## config.mk

```make
export PLATFORM = sky130hd
export DESIGN_NAME = multi_collision_scanner
export DESIGN_NICKNAME = d
export VERILOG_FILES = /design/src/rtl/multi_collision_scanner.sv
export SDC_FILE = /design/constraint.sdc
export NUM_CORES = 1
export LEC_CHECK = 0
export CAP_MARGIN = 20
export CORE_AREA = 4 4 139 141
export DETAILED_ROUTE_END_ITERATION = 12
export DIE_AREA = 0 0 143 145
export PLACE_DENSITY = 0.73
export SYNTH_ARGS = -nofsm -noshare
export SYNTH_HDL_FRONTEND = slang
export SYNTH_SLANG_ARGS = --single-unit
export TNS_END_PERCENT = 30
```

## constraint.sdc

```tcl
create_clock -name clk -period 5.96 [get_ports clk]
set_clock_uncertainty 0.2 [all_clocks]
set_input_delay 1.192 -clock clk [delete_from_list [all_inputs] [get_ports clk]]
set_output_delay 1.192 -clock clk [all_outputs]
set_load 0.05 [all_outputs]
```

## src/rtl/multi_collision_scanner.sv

```systemverilog
// Time-multiplexed AABB scanner: one player box against N_OBS obstacle slots, one slot per clock.
// Optional forgiving hitbox inset enabled by defining HITBOX_MARGIN_EN.
module multi_collision_scanner #(
  parameter int                 COORD_W       = 10,
  parameter int                 N_OBS         = 8,
  parameter logic [COORD_W-1:0] PLAYER_WIDTH  = 10'd30,
  parameter logic [COORD_W-1:0] PLAYER_HEIGHT = 10'd30,
  parameter logic [COORD_W-1:0] HIT_MARGIN    = 10'd4
) (
  input  logic                       clk,
  input  logic                       rst_n,
  input  logic                       frame_tick,
  input  logic [COORD_W-1:0]         player_x,
  input  logic [COORD_W-1:0]         player_y,
  input  logic [N_OBS*COORD_W-1:0]   obs_x_flat,
  input  logic [N_OBS*COORD_W-1:0]   obs_y_flat,
  input  logic [N_OBS*COORD_W-1:0]   obs_w_flat,
  input  logic [N_OBS*COORD_W-1:0]   obs_h_flat,
  input  logic [N_OBS-1:0]           obs_valid,
  input  logic                       clear_hit,
  output logic                       busy,
  output logic                       scan_done,
  output logic [N_OBS-1:0]           hit_vec,
  output logic                       collision,
  output logic [$clog2(N_OBS)-1:0]   first_hit_idx,
  output logic                       game_over
);

  localparam int IDX_W = $clog2(N_OBS);
  localparam int EW    = COORD_W + 1;
  localparam logic [IDX_W-1:0] LAST_IDX = IDX_W'(N_OBS - 1);

`ifdef HITBOX_MARGIN_EN
  localparam bit MARGIN_ON = 1'b1;
`else
  localparam bit MARGIN_ON = 1'b0;
`endif
  localparam logic [COORD_W-1:0] EFF_MARGIN = MARGIN_ON ? HIT_MARGIN : '0;

  typedef enum logic [1:0] {IDLE, SCAN, DONE} state_t;

  state_t             state, state_next;
  logic [COORD_W-1:0] px_q, py_q;
  logic [IDX_W-1:0]   idx;
  logic [N_OBS-1:0]   work_vec;
  logic [IDX_W-1:0]   first_idx;
  logic               hit_now;

  logic [COORD_W-1:0] ox, oy, ow, oh;
  logic [EW-1:0]      p_left, p_right, p_top, p_bot;
  logic [EW-1:0]      o_left, o_right, o_top, o_bot;

  assign ox = obs_x_flat[idx*COORD_W +: COORD_W];
  assign oy = obs_y_flat[idx*COORD_W +: COORD_W];
  assign ow = obs_w_flat[idx*COORD_W +: COORD_W];
  assign oh = obs_h_flat[idx*COORD_W +: COORD_W];

  // All edges carry one extra bit so boxes near the screen edge never wrap around.
  assign p_left  = {1'b0, px_q} + {1'b0, EFF_MARGIN};
  assign p_right = {1'b0, px_q} + {1'b0, PLAYER_WIDTH} - {1'b0, EFF_MARGIN};
  assign p_top   = {1'b0, py_q} + {1'b0, EFF_MARGIN};
  assign p_bot   = {1'b0, py_q} + {1'b0, PLAYER_HEIGHT} - {1'b0, EFF_MARGIN};
  assign o_left  = {1'b0, ox};
  assign o_right = {1'b0, ox} + {1'b0, ow};
  assign o_top   = {1'b0, oy};
  assign o_bot   = {1'b0, oy} + {1'b0, oh};

  // Degenerate slots are rejected explicitly; the inequalities alone would accept them.
  assign hit_now = obs_valid[idx] && (ow != '0) && (oh != '0) &&
                   (p_left < o_right) && (p_right > o_left) &&
                   (p_top < o_bot) && (p_bot > o_top);

  always_comb begin
    first_idx = '0;
    for (int i = N_OBS - 1; i >= 0; i--) begin
      if (work_vec[i]) first_idx = IDX_W'(i);
    end
  end

  always_ff @(posedge clk) begin
    if (!rst_n) state <= IDLE;
    else        state <= state_next;
  end

  always_comb begin
    state_next = state;
    case (state)
      IDLE:    if (frame_tick) state_next = SCAN;
      SCAN:    if (idx == LAST_IDX) state_next = DONE;
      DONE:    state_next = IDLE;
      default: state_next = IDLE;
    endcase
  end

  always_ff @(posedge clk) begin
    if (!rst_n) begin
      px_q          <= '0;
      py_q          <= '0;
      idx           <= '0;
      work_vec      <= '0;
      busy          <= 1'b0;
      scan_done     <= 1'b0;
      hit_vec       <= '0;
      collision     <= 1'b0;
      first_hit_idx <= '0;
      game_over     <= 1'b0;
    end else begin
      scan_done <= 1'b0;
      case (state)
        IDLE: begin
          if (frame_tick) begin
            px_q     <= player_x;
            py_q     <= player_y;
            idx      <= '0;
            work_vec <= '0;
            busy     <= 1'b1;
          end
        end
        SCAN: begin
          work_vec[idx] <= hit_now;
          if (idx != LAST_IDX) idx <= idx + 1'b1;
        end
        DONE: begin
          hit_vec       <= work_vec;
          collision     <= |work_vec;
          first_hit_idx <= first_idx;
          scan_done     <= 1'b1;
          busy          <= 1'b0;
        end
        default: ;
      endcase
      // A fresh collision wins over a simultaneous clear request.
      if (state == DONE && (|work_vec)) game_over <= 1'b1;
      else if (clear_hit)               game_over <= 1'b0;
    end
  end

endmodule

```

==> flow_summary.toml <==
[sta]
maxSlewViolCount = 0
rsz0062_at_grt = "no"
min_period_over_period_pct = 95.05
maxSlewHeadroom_pct = 35.29
period_needed_ns = 5.665
final_hold_viol_count = 0
setup_viol = 0
finalSetupTns_ns = 0
fmax_mhz = 176.5
worst_pin_slew_ns = 0.9654

[global_route]
antenna_found_initial = 2
grt_pass1_vias = 7962
grt.total_usage_pct = 27.13
grt_max_degree = 49
grt_pass1_wl_um = 44350
overflow = 0

[layout]
final_common_cell = "clkdlybuf4s50_1"
area_delta_synth_final_pct = 62.67
mostFrequentLayoutCells = "clkdlybuf4s50_1 (366), nand2_1 (106), a22oi_1 (65)"
layout-drive-gt1-share_pct = 6.201
final_net_count = 1561
finalInstanceArea_um2 = 10340

[detailed_routing]
top_layer = "met4"
route.detailed.drc = 0
vias = 7774
routed_via_density = 5.650
drtIter0Drc = 488
post_drt_wl_per_cell_um = 21.52
drt-pass1-iter-count = 5
met2_length_um = 14860
wirelength_met1_um = 11840
drt-total-wl_um = 29610
drtAntennaViolNets = 0
wl_met3_um = 2216

[floorplanning]
coreArea_um2 = 17960
die_area_um2 = 20740
initial_core_util_pct = 35.38
die_x_um = 143
die_h_um = 145
rows = 49
ioPinCount = 367

[yosys]
synth-main-ff-cell = "dfxtp_1"
netlist_area_um2 = 6355
syn_nets = 1219
netlist_instances = 803
syn_avg_cell_area_um2 = 7.914
synth_seq_cells = 48
synth_edf_count = 0
ys_async_sr_fraction_pct = 0
ys_types = 72
synth-warning-count = 0
ys_seq_area_share_pct = 15.12

[critical_path]
critical_path.max_stage_delay_ns = 0.49
crit-reg2reg-launch = "idx[0]"
critPathCapture = "work_vec[1]"
crit_chain = "clkdlybuf4s50_1, mux2_4, a221o_1, a32o_1, ha_1, fa_1, a21oi_1, o211ai_1, o41ai_1, xor2_1, ha_1, or4_1, a21oi_1, o21ai_0, o2111ai_1, nand4_2, o21ai_1"
worstPathRequired_ns = 5.97
ff2ff_path_depth = 19
cp_slowest_cell = "or4_1"
cp-start-kind = "primary input"
arrival_ns = 5.68
rrSetupSlack_ns = 0.70
timing.rr.end = "work_vec[1]"
cp-end-kind = "flip-flop"
critPathKind = "primary input to flip-flop"
critPathMaxFanout = 8
cp-startpoint = "obs_w_flat[60]"

[power]
cellPowerDensity_nw_per_um2 = 141.6
p_int_uw = 952.7
share_comb_of_total_power_pct = 56.8
clock_power_share_pct = 19.5
power_frac_seq_pct = 23.7
ir_drop_v = 0.0001100
power_switching_share_pct = 34.91
p_leak_nw = 3.992
p_sw_uw = 511.0

[cts]
path_clk_slew_ns = 0.07
htree_levels = 2
cts_tree = "done"
cts_buffer_depth = 2
cts_buffers = 5
postCtsSetupBuffers = 0
clock_latency_ns = 0.29
ctsResizeCount = 0
hold_buffers = 0
root_buffer = "clkbuf_16"
clock-sinks = 48

[flow_run]
max-cap-violations = 0

[placement]
place_area_um2 = 10180
dp_hpwl_um = 24720
gp_congestion = 0.9081
numPortBuffers = 366

[min_path]
min_path_type = "flip-flop to flip-flop"
min_delay_path_depth = 2

[outcome]
status = "complete, no violations"
==> how the worst min path moves through the flow <==
stage | start | endpoint
after floorplan | py_q[0] | py_q[0]
after global placement | collision | collision
after detailed placement | hit_vec[3] | hit_vec[3]
after CTS | hit_vec[3] | hit_vec[3]
after global routing | busy | busy
final | busy | busy
==> power by group through the flow <==
stage	Clock, mW	Sequential, mW	Combinational [mW]
3_5_place_dp	0	0.354	0.821
6_report	0.286	0.346	0.832
2_1_floorplan	0	0.350	0.457
4_1_cts	0.288	0.346	0.829
5_1_grt	0.302	0.348	0.924
3_3_place_gp	0	0.353	0.805
==> through the flow <==
| stage | instances | power (mW) | hold WS (ns) | utilization (%) | setup WS [ns] |
|---|---|---|---|---|---|
| floorplan | 803 | 0.8062 | 0.2514 | - | 0.9549 |
| global placement | 1367 | 1.158 | 0.2526 | 56.70 | 0.2301 |
| detailed placement | 1367 | 1.175 | 0.2589 | 56.70 | 0.1006 |
| CTS | 1374 | 1.463 | 0.2684 | 57.52 | 0.3562 |
| global route | 1376 | 1.573 | 0.2882 | 57.55 | 0.05223 |
| finish | 1376 | 1.464 | 0.2685 | 57.55 | 0.2948 |
==> critical path, delay by kind of cell <==
kind | cells | cell delay [ns]
AOI/OAI and AO/OA | 9 | 2.03
adders and majority gates | 3 | 0.90
and+or+nand+nor | 2 | 0.75
buffers and inverters | 1 | 0.41
muxes | 1 | 0.26
xor gates and xnor gates | 1 | 0.14
==> state kept, by name, summed over array words and instances, names as in the netlist <==
| signal | cells |
|---|---|
| px_q | 10 |
| first_hit_idx | 3 |
| busy | 1 |
| hit_vec | 8 |
| collision | 1 |
| idx | 3 |
| scan_done | 1 |
| py_q | 10 |
| work_vec | 8 |
| game_over | 1 |
| state | 2 |
==> synth_stat cells (7+ instances only) <==
library cell	number	area share, %
ha_1	62	12
a21oi_1	36	2.8
xor2_1	15	2.1
and4_1	9	1.2
o21ai_0	19	1.5
a22o_1	18	2.5
nand2b_1	7	0.69
a221o_1	9	1.4
nand3_1	30	2.4
a22oi_1	65	7.7
and3_1	8	0.79
clkbuf_1	20	1.2
inv_1	44	2.6
a21boi_0	32	3.8
nor3_1	18	1.4
o21ai_1	10	0.79
buf_2	17	1.3
dfxtp_1	48	15
mux2_2	13	2.3
a21o_1	7	0.83
nor2_1	26	1.5
nor2b_1	18	1.8
mux2i_1	22	3.5
xnor2_1	12	1.7
mux4_2	7	2.5
nand2_1	106	6.3
a221oi_1	14	1.9
==> layer usage <==
metal	global-route usage [%]	up-vias
li1	-	3715
met1	32.78	3668
met2	49.20	338
met3	4.738	53
met4	6.844	0
met5	0	-
==> cell families after synthesis <==
| family | count (synthesis) | synth area share [%] |
|---|---|---|
| flops | 48 | 15.12 |
| simple gates | 258 | 20.52 |
| fa+ha+maj | 64 | 12.84 |
| compound gates | 259 | 29.91 |
| buf+inv | 96 | 7.580 |
| xor+xnor | 27 | 3.721 |
| mux | 51 | 10.32 |
==> area by class of cell <==
cell class                 count  area, um^2
clock buffer                   6       138.9
fill                        1677        7626
timing repair buffer         387        3834
inverter                      44       165.2
multi-input combinational    659        4932
antenna                        2       5.005
tap                          229       286.5
clock inverter                 1       8.758
sequential                    48       967.2
Note: power is estimated with default switching activity, not from simulation.
